<file path="src/rtl/wb_pkg.sv">
// Shared definitions for the Wishbone B4 classic decoder: the default bus widths,
// the decoder FSM state encoding and the default error-acknowledge read data.
package wb_pkg;

    localparam int WB_DW_DEFAULT = 32;
    localparam int WB_AW_DEFAULT = 32;
    localparam int WB_SW_DEFAULT = 4;

    localparam logic [31:0] WB_ERR_DATA_DEFAULT = 32'hDEAD_BEEF;

    typedef enum logic [1:0] {
        ST_IDLE   = 2'd0,
        ST_ACTIVE = 2'd1,
        ST_ERR    = 2'd2
    } wb_state_e;

endpackage

</file>
<file path="src/rtl/wb_addr_match.sv">
// Combinational priority address decoder.
// A slave matches when (addr_i & mask) == base. The lowest-index match wins.
// Ports:
//   addr_i  in   ADDR_WIDTH  address to decode
//   hit_o   out  1           at least one slave matched
//   idx_o   out  IDX_WIDTH   index of the winning slave (0 when no hit)
module wb_addr_match
    import wb_pkg::*;
#(
    parameter int NUM_SLAVES = 4,
    parameter int ADDR_WIDTH = WB_AW_DEFAULT,
    parameter int IDX_WIDTH  = 2,
    parameter logic [NUM_SLAVES*ADDR_WIDTH-1:0] SLAVE_BASE = '0,
    parameter logic [NUM_SLAVES*ADDR_WIDTH-1:0] SLAVE_MASK = '0
) (
    input  logic [ADDR_WIDTH-1:0] addr_i,
    output logic                  hit_o,
    output logic [IDX_WIDTH-1:0]  idx_o
);

    // Scan from the top down so that a lower-index match overwrites a higher one.
    always_comb begin
        hit_o = 1'b0;
        idx_o = '0;
        for (int i = NUM_SLAVES - 1; i >= 0; i--) begin
            if ((addr_i & SLAVE_MASK[i*ADDR_WIDTH +: ADDR_WIDTH]) ==
                SLAVE_BASE[i*ADDR_WIDTH +: ADDR_WIDTH]) begin
                hit_o = 1'b1;
                idx_o = IDX_WIDTH'(i);
            end
        end
    end

endmodule

</file>
<file path="src/rtl/wb_decoder_n.sv">
// Wishbone B4 classic single-master, N-slave address decoder with unmapped-address
// and watchdog-timeout bus errors, sticky error interrupt and master abort.
//
// state  | meaning
// IDLE   | waiting for cyc&stb; decodes address and latches the request
// ACTIVE | selected slave strobed; ack passes straight through to the master
// ERR    | one-cycle bus error response (err, optionally ack + ERR_DATA)
//
// Ports:
//   clk_i, rst_ni                         clock, async active-low reset
//   wb_m_*_i / wb_m_ack_o, err_o, data_o  master side
//   wb_s_addr_o/data_o/sel_o/we_o         registered request broadcast to all slaves
//   wb_s_stb_o, wb_s_cyc_o                one-hot strobes to the selected slave
//   wb_s_ack_i, wb_s_data_i               per-slave responses (data packed)
//   err_irq_o, err_addr_o, clear_err_i    sticky error interrupt and fault address
module wb_decoder_n
    import wb_pkg::*;
#(
    parameter int NUM_SLAVES     = 4,
    parameter int WB_DATA_WIDTH  = WB_DW_DEFAULT,
    parameter int WB_ADDR_WIDTH  = WB_AW_DEFAULT,
    parameter int WB_SEL_WIDTH   = WB_SW_DEFAULT,
    parameter logic [NUM_SLAVES*WB_ADDR_WIDTH-1:0] SLAVE_BASE = '0,
    parameter logic [NUM_SLAVES*WB_ADDR_WIDTH-1:0] SLAVE_MASK = '0,
    parameter int TIMEOUT_CYCLES = 255,
    parameter bit ERR_ACKS       = 1'b1,
    parameter logic [WB_DATA_WIDTH-1:0] ERR_DATA = WB_DATA_WIDTH'(WB_ERR_DATA_DEFAULT)
) (
    input  logic                                clk_i,
    input  logic                                rst_ni,
    input  logic [WB_ADDR_WIDTH-1:0]            wb_m_addr_i,
    input  logic [WB_DATA_WIDTH-1:0]            wb_m_data_i,
    input  logic [WB_SEL_WIDTH-1:0]             wb_m_sel_i,
    input  logic                                wb_m_we_i,
    input  logic                                wb_m_stb_i,
    input  logic                                wb_m_cyc_i,
    output logic                                wb_m_ack_o,
    output logic                                wb_m_err_o,
    output logic [WB_DATA_WIDTH-1:0]            wb_m_data_o,
    output logic [WB_ADDR_WIDTH-1:0]            wb_s_addr_o,
    output logic [WB_DATA_WIDTH-1:0]            wb_s_data_o,
    output logic [WB_SEL_WIDTH-1:0]             wb_s_sel_o,
    output logic                                wb_s_we_o,
    output logic [NUM_SLAVES-1:0]               wb_s_stb_o,
    output logic [NUM_SLAVES-1:0]               wb_s_cyc_o,
    input  logic [NUM_SLAVES-1:0]               wb_s_ack_i,
    input  logic [NUM_SLAVES*WB_DATA_WIDTH-1:0] wb_s_data_i,
    output logic                                err_irq_o,
    output logic [WB_ADDR_WIDTH-1:0]            err_addr_o,
    input  logic                                clear_err_i
);

    localparam int IDX_W = (NUM_SLAVES > 1) ? $clog2(NUM_SLAVES) : 1;
    // Counter only needs to reach TIMEOUT_CYCLES-1.
    localparam int CNT_W = (TIMEOUT_CYCLES > 1) ? $clog2(TIMEOUT_CYCLES) : 1;
    localparam logic [CNT_W-1:0] CNT_LAST =
        CNT_W'((TIMEOUT_CYCLES > 0) ? TIMEOUT_CYCLES - 1 : 0);

    wb_state_e                state_q, state_d;
    logic [IDX_W-1:0]         sel_idx_q, sel_idx_d;
    logic [CNT_W-1:0]         cnt_q, cnt_d;
    logic [WB_ADDR_WIDTH-1:0] addr_q, addr_d;
    logic [WB_DATA_WIDTH-1:0] data_q, data_d;
    logic [WB_SEL_WIDTH-1:0]  sel_q, sel_d;
    logic                     we_q, we_d;
    logic                     err_irq_q, err_irq_d;
    logic [WB_ADDR_WIDTH-1:0] err_addr_q, err_addr_d;

    logic                     req;
    logic                     hit;
    logic [IDX_W-1:0]         hit_idx;
    logic                     sel_ack;
    logic [WB_DATA_WIDTH-1:0] sel_data;
    logic [NUM_SLAVES-1:0]    sel_onehot;
    logic [NUM_SLAVES-1:0]    s_strobe;

    assign req = wb_m_cyc_i & wb_m_stb_i;

    wb_addr_match #(
        .NUM_SLAVES (NUM_SLAVES),
        .ADDR_WIDTH (WB_ADDR_WIDTH),
        .IDX_WIDTH  (IDX_W),
        .SLAVE_BASE (SLAVE_BASE),
        .SLAVE_MASK (SLAVE_MASK)
    ) u_addr_match (
        .addr_i (wb_m_addr_i),
        .hit_o  (hit),
        .idx_o  (hit_idx)
    );

    always_comb begin
        sel_ack    = 1'b0;
        sel_data   = '0;
        sel_onehot = '0;
        for (int i = 0; i < NUM_SLAVES; i++) begin
            if (sel_idx_q == IDX_W'(i)) begin
                sel_ack       = wb_s_ack_i[i];
                sel_data      = wb_s_data_i[i*WB_DATA_WIDTH +: WB_DATA_WIDTH];
                sel_onehot[i] = 1'b1;
            end
        end
    end

    // Gating on cyc makes a master abort drop the slave strobes in the same cycle.
    assign s_strobe   = (state_q == ST_ACTIVE && wb_m_cyc_i) ? sel_onehot : '0;
    assign wb_s_stb_o = s_strobe;
    assign wb_s_cyc_o = s_strobe;

    always_comb begin
        state_d     = state_q;
        sel_idx_d   = sel_idx_q;
        cnt_d       = cnt_q;
        addr_d      = addr_q;
        data_d      = data_q;
        sel_d       = sel_q;
        we_d        = we_q;
        err_irq_d   = err_irq_q & ~clear_err_i;
        err_addr_d  = err_addr_q;
        wb_m_ack_o  = 1'b0;
        wb_m_err_o  = 1'b0;
        wb_m_data_o = '0;

        case (state_q)
            ST_IDLE: begin
                if (req) begin
                    addr_d = wb_m_addr_i;
                    data_d = wb_m_data_i;
                    sel_d  = wb_m_sel_i;
                    we_d   = wb_m_we_i;
                    if (hit) begin
                        sel_idx_d = hit_idx;
                        cnt_d     = '0;
                        state_d   = ST_ACTIVE;
                    end else begin
                        state_d = ST_ERR;
                    end
                end
            end

            ST_ACTIVE: begin
                wb_m_data_o = sel_data;
                wb_m_ack_o  = sel_ack & wb_m_cyc_i;
                if (!wb_m_cyc_i) begin
                    state_d = ST_IDLE;
                end else if (sel_ack) begin
                    // An ack in the timeout cycle takes priority over the timeout.
                    state_d = ST_IDLE;
                end else if (TIMEOUT_CYCLES != 0 && cnt_q == CNT_LAST) begin
                    state_d = ST_ERR;
                end else begin
                    cnt_d = cnt_q + 1'b1;
                end
            end

            ST_ERR: begin
                wb_m_err_o = 1'b1;
                if (ERR_ACKS) begin
                    wb_m_ack_o  = 1'b1;
                    wb_m_data_o = ERR_DATA;
                end
                // Setting overrides a simultaneous clear.
                err_irq_d  = 1'b1;
                err_addr_d = addr_q;
                state_d    = ST_IDLE;
            end

            default: state_d = ST_IDLE;
        endcase
    end

    always_ff @(posedge clk_i or negedge rst_ni) begin
        if (!rst_ni) begin
            state_q    <= ST_IDLE;
            sel_idx_q  <= '0;
            cnt_q      <= '0;
            addr_q     <= '0;
            data_q     <= '0;
            sel_q      <= '0;
            we_q       <= 1'b0;
            err_irq_q  <= 1'b0;
            err_addr_q <= '0;
        end else begin
            state_q    <= state_d;
            sel_idx_q  <= sel_idx_d;
            cnt_q      <= cnt_d;
            addr_q     <= addr_d;
            data_q     <= data_d;
            sel_q      <= sel_d;
            we_q       <= we_d;
            err_irq_q  <= err_irq_d;
            err_addr_q <= err_addr_d;
        end
    end

    assign wb_s_addr_o = addr_q;
    assign wb_s_data_o = data_q;
    assign wb_s_sel_o  = sel_q;
    assign wb_s_we_o   = we_q;
    assign err_irq_o   = err_irq_q;
    assign err_addr_o  = err_addr_q;

endmodule

</file>
<file path="config.mk">
export PLATFORM = sky130hd
export DESIGN_NAME = wb_decoder_n
export DESIGN_NICKNAME = d
export VERILOG_FILES = /design/src/rtl/wb_pkg.sv /design/src/rtl/wb_addr_match.sv /design/src/rtl/wb_decoder_n.sv
export SDC_FILE = /design/constraint.sdc
export NUM_CORES = 1
export LEC_CHECK = 0
export BUFFER_PORTS_ARGS = -buffer_cell sky130_fd_sc_hd__buf_2
export CAP_MARGIN = 40
export CORE_ASPECT_RATIO = 0.6
export CORE_MARGIN = 3
export CORE_UTILIZATION = 30
export CTS_CLUSTER_DIAMETER = 50
export CTS_CLUSTER_SIZE = 16
export DETAILED_ROUTE_END_ITERATION = 7
export PLACE_DENSITY = 0.65
export SLEW_MARGIN = 40
export SYNTH_ARGS = -nofsm -noshare
export SYNTH_HDL_FRONTEND = slang
export SYNTH_SLANG_ARGS = --single-unit
</file>
<file path="constraint.sdc">
create_clock -name clk_i -period 3.44 [get_ports clk_i]
set_input_delay 0.172 -clock clk_i [delete_from_list [all_inputs] [get_ports clk_i]]
set_output_delay 0.172 -clock clk_i [all_outputs]
set_load 0.02 [all_outputs]
</file>
==> summary.md, run 1 <==
| Metric | Value |
|---|---|
| Outcome | finished, final reports clean |
| Crit end category | primary output |
| Area occupied by registers | 2803 um^2 |
| Flop-to-flop setup slack | 1.26 ns |
| Worst Setup EP | wb_m_data_o[15] |
| Post-Syn Area | 4886 um^2 |
| Area growth syn-to-layout | 34.96% |
| Initial DRC Count | 212 |
| Grt ovf | 0 |
| Critical path startpoint category | register |
| Seq pwr share | 0.348 |
| Max VDD drop | 0.4081 mV |
| Vias in the first global route | 3991 |
| Die height | 104.9 um |
| Placer Congestion | 0.8411 |
| Clock sinks | 112 |
| Final Instance Count excl. Fillers | 815 |
| Site Rows | 35 |
| Total wire length | 13230 um |
| Pwr per Cell Area | 1037 nW/um^2 |
| Placed cells | 798 |
| Fraction of layout cells with a size suffix above 1 | 0.6078 |
| Post-synth EDFFs | 0 |
| Ant diodes | 0 |
| Hold Crit Class | primary input to register |
| Commonest non-fill, non-tap cells in the layout | 243 x buf_2, 112 x dfrtp_1, 101 x mux2_2, 25 x a21oi_1, 25 x nor2b_1 |
| Critical Path RT | 3.27 ns |
| Int Pwr | 3.909 mW |
| HPWL after detailed placement | 10100 um |
| Core Box Area | 15630 um^2 |
| CP arrival | 2.14 ns |
| Slew HR | 0.5261 |
| Sw Pwr | 2.931 mW |
| Sw frac | 0.4285 |
| Layout Nets | 819 |
| Yosys reg bits | 112 |
| First-pass GRT wire length | 20820 um |
| Most common cell after layout, fill and taps aside | buf_2 |
| H-Tree Depth | 3 |
| Routed length per instance | 16.23 um |
| Fin crit share | 0.6726 |
| Setup-failing EPs final | 0 |
| CTS tree | done |
| Avg Cell Area, Syn | 13.24 um^2 |
| Clock root cell | clkbuf_16 |
| Crit path from | state_q[0]$_DFFE_PN0P_ |
| RSZ-0062 raised after global routing | no |
| WHS | 0.05153 ns |
| Sequential area share after synthesis | 0.5736 |
| Multi-input gate area | 1954 um^2 |
| Skew-Pair Late Insertion Delay | 0.34 ns |
| Post-synth ARST share | 1.000 |
| Post-synthesis cell count | 369 |
| Leak | 3.257 nW |
| Overall routing resource usage | 0.1450 |
| Clock Path Buffers | 2 |
| Hold_sp | wb_m_data_i[27] |
| Largest net degree at the start of global routing | 86 |
| Max Slew Vio Count | 0 |
| FF-to-FF End | cnt_q[6]$_DFFE_PN0P_ |
| Die width | 170.8 um |
| DR pass1 iterations | 4 |
| Highest net fanout along the worst path | 34 |
| Crit path kind | register to primary output |
| Initial Util | 0.3125 |
| Final ANT Viol Nets | 0 |
| Max Cap Viol | 0 |
| Fin. Hold Viols | 0 |
| # IOs | 350 |
| Num CTS Buffers | 9 |
| Remaining DRCs | 0 |
| Fillers | 1469 |
| Main flop type after synthesis | dfrtp_1 |
| Vias per inst | 4.664 |
| Routed vias | 3801 |
| Comb pwr share | 0.505 |
| Register-to-Register Path Depth | 6 |
| Full die area | 17900 um^2 |
| Reg2reg start | state_q[1]$_DFFE_PN0P_ |
| Port Buf Inserts | 244 |
| Post-layout min period | 2.314 ns |
| Final Skew | 0.01324 ns |
| Worst-Margin Slew | 0.7109 ns |
| Synth unique cells | 36 |
| Max frequency | 0.4322 GHz |
| Worst-path clk slew | 0.08 ns |
| Initial antenna violation count | 0 |
| Clock network fraction of total power | 0.147 |
| Final TNS setup | 0 ns |
| Ys Warns | 0 |
==> metal layers <==
layer | global-route usage | vias up | wire (um)
met3 | 0.04877 | 10 | 1168
li1 | - | 1761 | -
met1 | 0.1849 | 1862 | 5738
met2 | 0.2408 | 168 | 6218
met5 | 0 | - | 0
met4 | 0.02951 | 0 | 106
==> worst min-delay path by stage <==
stage | endpoint | slack [ns] | cells after the start
after detailed placement | state_q[1]$_DFFE_PN0P_ | 0.29 | 1
after global placement | wb_s_data_o[27]$_DFFE_PN0P_ | 0.40 | 2
after floorplan | cnt_q[0]$_DFFE_PN0P_ | -0.12 | 0
final | wb_s_data_o[27]$_DFFE_PN0P_ | 0.05 | 2
after CTS | wb_s_addr_o[22]$_DFFE_PN0P_ | 0.03 | 2
after global routing | wb_s_addr_o[22]$_DFFE_PN0P_ | 0.03 | 2
==> stage by stage <==
step | util | setup WS, ns | area (um^2) | power, mW
CTS | 0.4216 | 1.111 | 6591 | 6.940
finish | 0.4218 | 1.126 | 6594 | 6.840
floorplan | - | 1.445 | 4905 | 4.650
global route | 0.4218 | 0.9639 | 6594 | 7.300
global placement | 0.4026 | 1.320 | 6295 | 5.781
detailed placement | 0.4031 | 1.271 | 6302 | 5.899
==> cells by family after synthesis <==
family | Yosys count | synth area share
DFF | 112 | 0.5736
muxes | 102 | 0.2359
and+or+nand+nor | 66 | 0.07939
AOI/OAI and AO/OA | 49 | 0.06172
buffers and inverters | 33 | 0.03329
adders and majority gates | 6 | 0.01536
other | 1 | 0.0007675
==> state kept, by name, indices dropped and copies added (netlist names) <==
| signal | flops |
|---|---|
| wb_s_we_o | 1 |
| cnt_q | 8 |
| err_irq_o | 1 |
| state_q | 2 |
| wb_s_data_o | 32 |
| wb_s_sel_o | 4 |
| wb_s_addr_o | 32 |
| err_addr_o | 32 |
==> synthesized netlist by cell type, types with 2 or more instances <==
library cell,n,area (um^2)
ha_1,6,75.07
inv_1,4,15.01
buf_2,4,20.02
nand2b_1,3,18.77
mux2_2,101,1137
o21ai_0,11,55.05
nor2b_1,25,156.4
o311ai_2,2,32.53
and2_1,2,12.51
nand3b_1,4,30.03
o221ai_1,3,26.28
dfrtp_1,112,2803
nand4_1,2,12.51
clkbuf_1,7,26.28
buf_1,10,37.54
a21oi_1,25,125.1
nand2_1,10,37.54
buf_4,7,52.55
nand3_1,6,30.03
and3_1,9,56.30
==> power by group through the flow <==
stage / Sequential [mW] / Combinational, mW / Clock, mW
floorplan: 3.12 / 1.53 / 0
global placement: 2.35 / 3.43 / 0
detailed placement: 2.40 / 3.50 / 0
CTS: 2.39 / 3.50 / 1.05
global route: 2.48 / 3.71 / 1.11
finish: 2.38 / 3.45 / 1.00
==> worst max-delay path, stage by stage (launching register included) <==
cell and delay, ns:
dfrtp_1 0.40, inv_1 0.10, ha_2 0.42, buf_4 0.47, a21oi_1 0.07, nor2b_1 0.13, buf_2 0.19
==> area by class of cell <==
cell class / instances / share of cell area
Multi-Input combinational cell: 229 / 0.2964
Timing Repair Buffer: 251 / 0.1954
Clock inverter: 5 / 0.007021
Clock buffer: 11 / 0.03529
Inverter: 4 / 0.002277
Tap cell: 203 / 0.03852
Sequential cell: 112 / 0.4250
==> timing repair <==
| item | in CTS | in global routing |
|---|---|---|
| buffers inserted | 0 | 0 |
| resized for setup | 0 | 0 |
| endpoints found under the hold margin | 84 | 0 |
| hold buffers | 1 | 0 |
Note: power is estimated with default switching activity, not from simulation.
==> run 2, diff against run 1 <==
--- a/config.mk
+++ b/config.mk
@@ -5,6 +5,7 @@
 export SDC_FILE = /design/constraint.sdc
 export NUM_CORES = 1
 export LEC_CHECK = 0
+export ABC_AREA = 1
 export BUFFER_PORTS_ARGS = -buffer_cell sky130_fd_sc_hd__buf_2
 export CAP_MARGIN = 40
 export CORE_ASPECT_RATIO = 0.6
==> constraint.sdc (replaced) <==
create_clock -name clk_i -period 2.3 [get_ports clk_i]
set_input_delay 0.115 -clock clk_i [delete_from_list [all_inputs] [get_ports clk_i]]
set_output_delay 0.115 -clock clk_i [all_outputs]
set_load 0.02 [all_outputs]
==> summary.md, run 2 <==
| Metric | Value |
|---|---|
| Vias in the first global route | 4857 |
| Max VDD drop | 0.6991 mV |
| Synth unique cells | 26 |
| CP arrival | 2.01 ns |
| Crit path kind | register to primary output |
| Seq pwr share | 0.347 |
| Leading area contributor after synthesis | dfrtp_1 |
| Initial DRC Count | 302 |
| Ant diodes | 0 |
| Most common cell after layout, fill and taps aside | nand2_1 |
| Crit end category | primary output |
| Final Skew | 0.01163 ns |
| Worst-Margin Slew | 0.5135 ns |
| Layout Nets | 1130 |
| Post-layout min period | 2.126 ns |
| Top cells by count, synth | 360 x nand2_1, 112 x dfrtp_1, 23 x inv_1 |
| Post-synthesis cell count | 613 |
| Full die area | 18050 um^2 |
| Clock network fraction of total power | 0.152 |
| Register-to-Register Path Depth | 5 |
| Sw Pwr | 4.722 mW |
| Place WS | 0.4993 ns |
| Area growth syn-to-layout | 48.48% |
| Postcts setup bufs | 0 |
| WHS Path Cells | 4 |
| Met3 routed WL | 1302 um |
| Synth top area cells | dfrtp_1 57%, nand2_1 27%, nand3_1 2.1% |
| WHS Endpoint | state_q[1]$_DFFE_PN0P_ |
| Post-synth EDFFs | 0 |
| Setup-failing EPs final | 0 |
| Crit path from | state_q[1]$_DFFE_PN0P_ |
| HPWL after detailed placement | 11000 um |
| Routed met1 length | 7330 um |
| Hold Crit Class | primary input to register |
| Vias per inst | 4.347 |
| Fraction of layout cells with a size suffix above 1 | 0.3120 |
| Die height | 105.3 um |
| Max Slew Vio Count | 0 |
| Yosys reg bits | 112 |
| Die width | 171.5 um |
| Core Box Area | 15720 um^2 |
| Sw frac | 0.4757 |
| DR WL met2 | 7107 um |
| Critical Path RT | 2.18 ns |
| Setup WS post-layout | 0.1741 ns |
| Final TNS setup | 0 ns |
| Port Buf Inserts | 244 |
| Num CTS Buffers | 9 |
| Site Rows | 35 |
| Overall routing resource usage | 0.1739 |
| # IOs | 350 |
| Sequential area share after synthesis | 0.5688 |
| Initial Util | 0.3134 |
| CP peak stage delay | 0.41 ns |
| Total wire length | 15820 um |
| CP cell instances | inv_1 > ha_1 > nand2_1 > o31ai_1 > buf_2 |
| Fin. Hold Viols | 0 |
| Hold_sp | wb_s_ack_i[0] |
| Post-synth ARST share | 1.000 |
| Clock Path Buffers | 2 |
| Yosys top cell area share | 0.5688 |
| Worst-path clk slew | 0.07 ns |
| Main flop type after synthesis | dfrtp_1 |
| Slowest-stage cell, CP | ha_1 |
| RSZ-0062 raised after global routing | no |
| Placer Congestion | 0.8947 |
| Highest net fanout along the worst path | 9 |
| H-Tree Depth | 3 |
| Routed vias | 4895 |
| Comb pwr share | 0.501 |
| Critical path startpoint category | register |
| Flop-to-flop setup slack | 0.60 ns |
| Ys Warns | 0 |
| Top Metal Used | met4 |
| Max frequency | 0.4704 GHz |
| First-pass GRT wire length | 25120 um |
| Outcome | finished, final reports clean |
| Most common cell in the netlist | nand2_1 |
| CTS tree | done |
| Commonest non-fill, non-tap cells in the layout | 359 x nand2_1, 243 x buf_2, 112 x dfrtp_1, 71 x dlygate4sd3_1, 23 x inv_1 |
| Clock sinks | 112 |
| Pwr per Cell Area | 1357 nW/um^2 |
| Routed length per instance | 14.05 um |
| Final ANT Viol Nets | 0 |
| DR pass1 iterations | 4 |
| Clock root cell | clkbuf_16 |
| Slew HR | 0.6576 |
| FF-to-FF End | err_irq_o$_DFF_PN0_ |
| Fin crit share | 0.9243 |
| Final core occ | 0.4653 |
| Remaining DRCs | 0 |
| Int Pwr | 5.204 mW |
| Grt ovf | 0 |
| Max Cap Viol | 0 |
| Fillers | 1510 |
| Skew-Pair Late Insertion Delay | 0.34 ns |
| Reg2reg start | state_q[0]$_DFFE_PN0P_ |
| Avg Cell Area, Syn | 8.038 um^2 |
| Initial antenna violation count | 0 |
| Largest net degree at the start of global routing | 50 |
| Post-Syn Area | 4927 um^2 |
| Leak | 4.254 nW |
## run 2: changes by cell type after synthesis, sizes merged, moves of 9 or more
| cell | change |
|---|---|
| nand3 | +18 |
| nand2 | +352 |
| nor2 | +14 |
| a21oi | -12 |
| and3 | -9 |
| nor2b | -25 |
| inv | +22 |
| mux2 | -102 |
## run 2: logic make-up after synthesis
group / share of synthesized area
AO/OA/AOI/OAI: 0.03276
flip-flops: 0.5688
adder cells (fa/ha/maj): 0.01524
AND/OR/NAND/NOR: 0.3222
buffers and inverters: 0.06018
other: 0.0007611
## run 2: area by class of cell
class,instances,area [um^2],share of cell area
multi-input cells,443,1852,0.2531
well taps,203,254.0,0.03472
flip-flops and latches,112,2803,0.3831
repair buffers,326,2029,0.2774
inverters,26,97.59,0.01334
clock inverters,6,51.30,0.007012
clock buffers,10,229.0,0.03130
## run 2: critical path, delay by kind of cell (launching register included)
| kind | cells | cell delay (ns) |
|---|---|---|
| AND/OR/NAND/NOR | 1 | 0.26 |
| buffers and inverters | 2 | 0.34 |
| flip-flops | 1 | 0.38 |
| adder cells (fa/ha/maj) | 1 | 0.41 |
| AO/OA/AOI/OAI | 1 | 0.27 |
## run 2: worst max-delay path by stage
stage                     slack (ns)        endpoint  cells past startpoint
after global placement          0.51      wb_m_ack_o                      6
after floorplan                 0.55  wb_m_data_o[0]                      6
after global routing            0.01      wb_m_ack_o                      5
final                           0.17      wb_m_ack_o                      5
after CTS                       0.11      wb_m_ack_o                      6
after detailed placement        0.50      wb_m_ack_o                      6
## run 2: power by group through the flow
stage          combinational [mW]  clock, mW  sequential, mW
4_1_cts                      5.00       1.59            3.43
3_5_place_dp                 4.92          0            3.44
2_1_floorplan                2.11          0            4.47
6_report                     4.97       1.51            3.44
5_1_grt                      5.49       1.66            3.56
3_3_place_gp                 4.86          0            3.44
## run 2: timing repair
| action | in CTS | in global routing |
|---|---|---|
| gates resized for setup | 0 | 1 |
| setup endpoints to repair | 0 | 1 |
| hold buffers | 71 | 0 |
| endpoints found under the hold margin | 106 | 0 |
## run 2: layer usage
layer  vias to the layer above  GRT usage
met5                         -          0
met4                         0    0.02985
met3                         6    0.05210
met2                       188     0.2787
met1                      2239     0.2367
li1                       2462          -
## run 2: stage by stage
stage                     power, mW  cell area, um^2  std cells  hold slack [ns]
after global routing          10.71             7316       1126           0.1190
after global placement        8.296             6322       1039           0.1277
after CTS                     10.02             7313       1126          0.04794
after detailed placement      8.356             6322       1039           0.1238
after floorplan               6.572             4946        618          -0.1806
final                         9.926             7316       1126          0.07855
==> run 3, diff against run 2 <==
--- a/config.mk
+++ b/config.mk
@@ -5,15 +5,16 @@
 export SDC_FILE = /design/constraint.sdc
 export NUM_CORES = 1
 export LEC_CHECK = 0
-export ABC_AREA = 1
+export ABC_AREA = 0
 export BUFFER_PORTS_ARGS = -buffer_cell sky130_fd_sc_hd__buf_2
 export CAP_MARGIN = 40
 export CORE_ASPECT_RATIO = 0.6
-export CORE_MARGIN = 3
+export CORE_MARGIN = 2
 export CORE_UTILIZATION = 30
 export CTS_CLUSTER_DIAMETER = 50
 export CTS_CLUSTER_SIZE = 16
 export DETAILED_ROUTE_END_ITERATION = 7
+export MAX_ROUTING_LAYER = met4
 export PLACE_DENSITY = 0.65
 export SLEW_MARGIN = 40
 export SYNTH_ARGS = -nofsm -noshare
==> summary.md, run 3 (synthesis results as in run 1) <==
| Metric | Value |
|---|---|
| Outcome | finished, final reports clean |
| Clock root cell | clkbuf_16 |
| Max VDD drop | 0.6582 mV |
| Final Instance Count excl. Fillers | 891 |
| Placed cell area | 6377 um^2 |
| Register-to-Register Path Depth | 6 |
| Crit path kind | register to register |
| Max frequency | 0.4863 GHz |
| Cts-stage hold buffer count | 65 |
| # IOs | 350 |
| Area growth syn-to-layout | 50.19% |
| Slowest-stage cell, CP | dfrtp_1 |
| CTS tree | done |
| Ant diodes | 0 |
| Place WS | 0.2963 ns |
| Remaining DRCs | 0 |
| Initial DRC Count | 168 |
| Hold_sp | wb_m_addr_i[22] |
| Skew-Pair Late Insertion Delay | 0.35 ns |
| HPWL after detailed placement | 9231 um |
| CP cell instances | inv_1 > ha_1 > mux2_4 > a21oi_2 > or2_1 > o221ai_1 |
| DR pass1 iterations | 4 |
| Worst-Margin Slew | 0.5821 ns |
| Pwr per Cell Area | 1418 nW/um^2 |
| WHS Endpoint | wb_s_addr_o[22]$_DFFE_PN0P_ |
| Leak | 3.576 nW |
| Post-layout min period | 2.056 ns |
| Total wire length | 13190 um |
| Setup-failing EPs final | 0 |
| RSZ-0062 raised after global routing | no |
| Met3 Use GR | 0.03954 |
| Max Slew Vio Count | 0 |
| Commonest non-fill, non-tap cells in the layout | 243 x buf_2, 112 x dfrtp_1, 101 x mux2_2, 66 x dlygate4sd3_1 |
| Initial Util | 0.3038 |
| Die height | 102.9 um |
| Critical Path RT | 2.51 ns |
| Placed cells | 809 |
| Delay-heaviest family, CP | compound AO/OA/AOI/OAI gates |
| Reg2reg start | state_q[0]$_DFFE_PN0P_ |
| GR Layer Usage met2 | 0.2368 |
| Flop-to-flop setup slack | 0.24 ns |
| Hold Crit Class | primary input to register |
| Post-CTS sizing | 0 |
| Setup WS post-layout | 0.2437 ns |
| Crit path from | state_q[0]$_DFFE_PN0P_ |
| Fraction of layout cells with a size suffix above 1 | 0.5557 |
| Layout Nets | 889 |
| Final Skew | 0.01016 ns |
| WHS Path Cells | 2 |
| Vias in the first global route | 3986 |
| Routed vias | 4064 |
| Fin. Hold Viols | 0 |
| Worst-path clk slew | 0.08 ns |
| Site Rows | 36 |
| Final ANT Viol Nets | 0 |
| Overall routing resource usage | 0.1519 |
| Initial antenna violation count | 0 |
| Routed length per instance | 14.80 um |
| Max Cap Viol | 0 |
| Grt ovf | 0 |
| Critical path startpoint category | register |
| Highest net fanout along the worst path | 7 |
| H-Tree Depth | 3 |
| First-pass GRT wire length | 20130 um |
| Global routing's busiest layer | met2 |
| Placer Congestion | 0.7805 |
| Port Buf Inserts | 244 |
| WHS | 0.01723 ns |
| CP arrival | 2.27 ns |
| Full die area | 17360 um^2 |
| Most common cell after layout, fill and taps aside | buf_2 |
| Largest net degree at the start of global routing | 52 |
| Buf/Inv on CP | 1 |
| CP peak stage delay | 0.41 ns |
| Fillers | 1442 |
| Final core occ | 0.4563 |
| Final TNS setup | 0 ns |
| Core Box Area | 16080 um^2 |
| Slew HR | 0.6120 |
| Fin crit share | 0.8941 |
| Met1 usage | 0.1967 |
| Clock Path Buffers | 2 |
| Clock sinks | 112 |
| Num CTS Buffers | 9 |
| Die width | 168.8 um |
| Fin area | 7338 um^2 |
| FF-to-FF End | cnt_q[6]$_DFFE_PN0P_ |
| Power after layout | 10.41 mW |
| Vias per inst | 4.561 |
| Postcts setup bufs | 0 |
| Crit end category | register |
-- run 3: how the worst max path moves through the flow --
stage                                end  slack, ns  cells past startpoint
floorplan                wb_m_data_o[30]       0.36                      6
global placement    cnt_q[6]$_DFFE_PN0P_       0.35                      6
global route        cnt_q[6]$_DFFE_PN0P_       0.13                      6
CTS                      wb_m_data_o[15]       0.28                      6
detailed placement  cnt_q[6]$_DFFE_PN0P_       0.30                      6
finish              cnt_q[6]$_DFFE_PN0P_       0.24                      6
-- run 3: report_power, final --
part           internal, mW  switching [mW]  total [mW]
clock network         0.771           0.789        1.56
logic                  2.23            3.05        5.28
registers              2.97           0.597        3.56
-- run 3: final cells by class --
class	count	area, um^2	share of cell area
Clock buffer	9	225.2	0.03069
Clock inverter	7	75.07	0.01023
Inverter	4	15.01	0.002046
Multi-Input combinational cell	229	1954	0.2663
Sequential cell	112	2803	0.3819
Tap cell	209	261.5	0.03564
Timing Repair Buffer	321	2004	0.2731
-- run 3: layer usage --
layer / wire length (um) / vias to the layer above / share of wire
li1: - / 1905 / -
met1: 6017 / 1981 / 0.46
met2: 6095 / 164 / 0.46
met3: 892 / 14 / 0.068
met4: 183 / 0 / 0.014
met5: 0 / - / 0
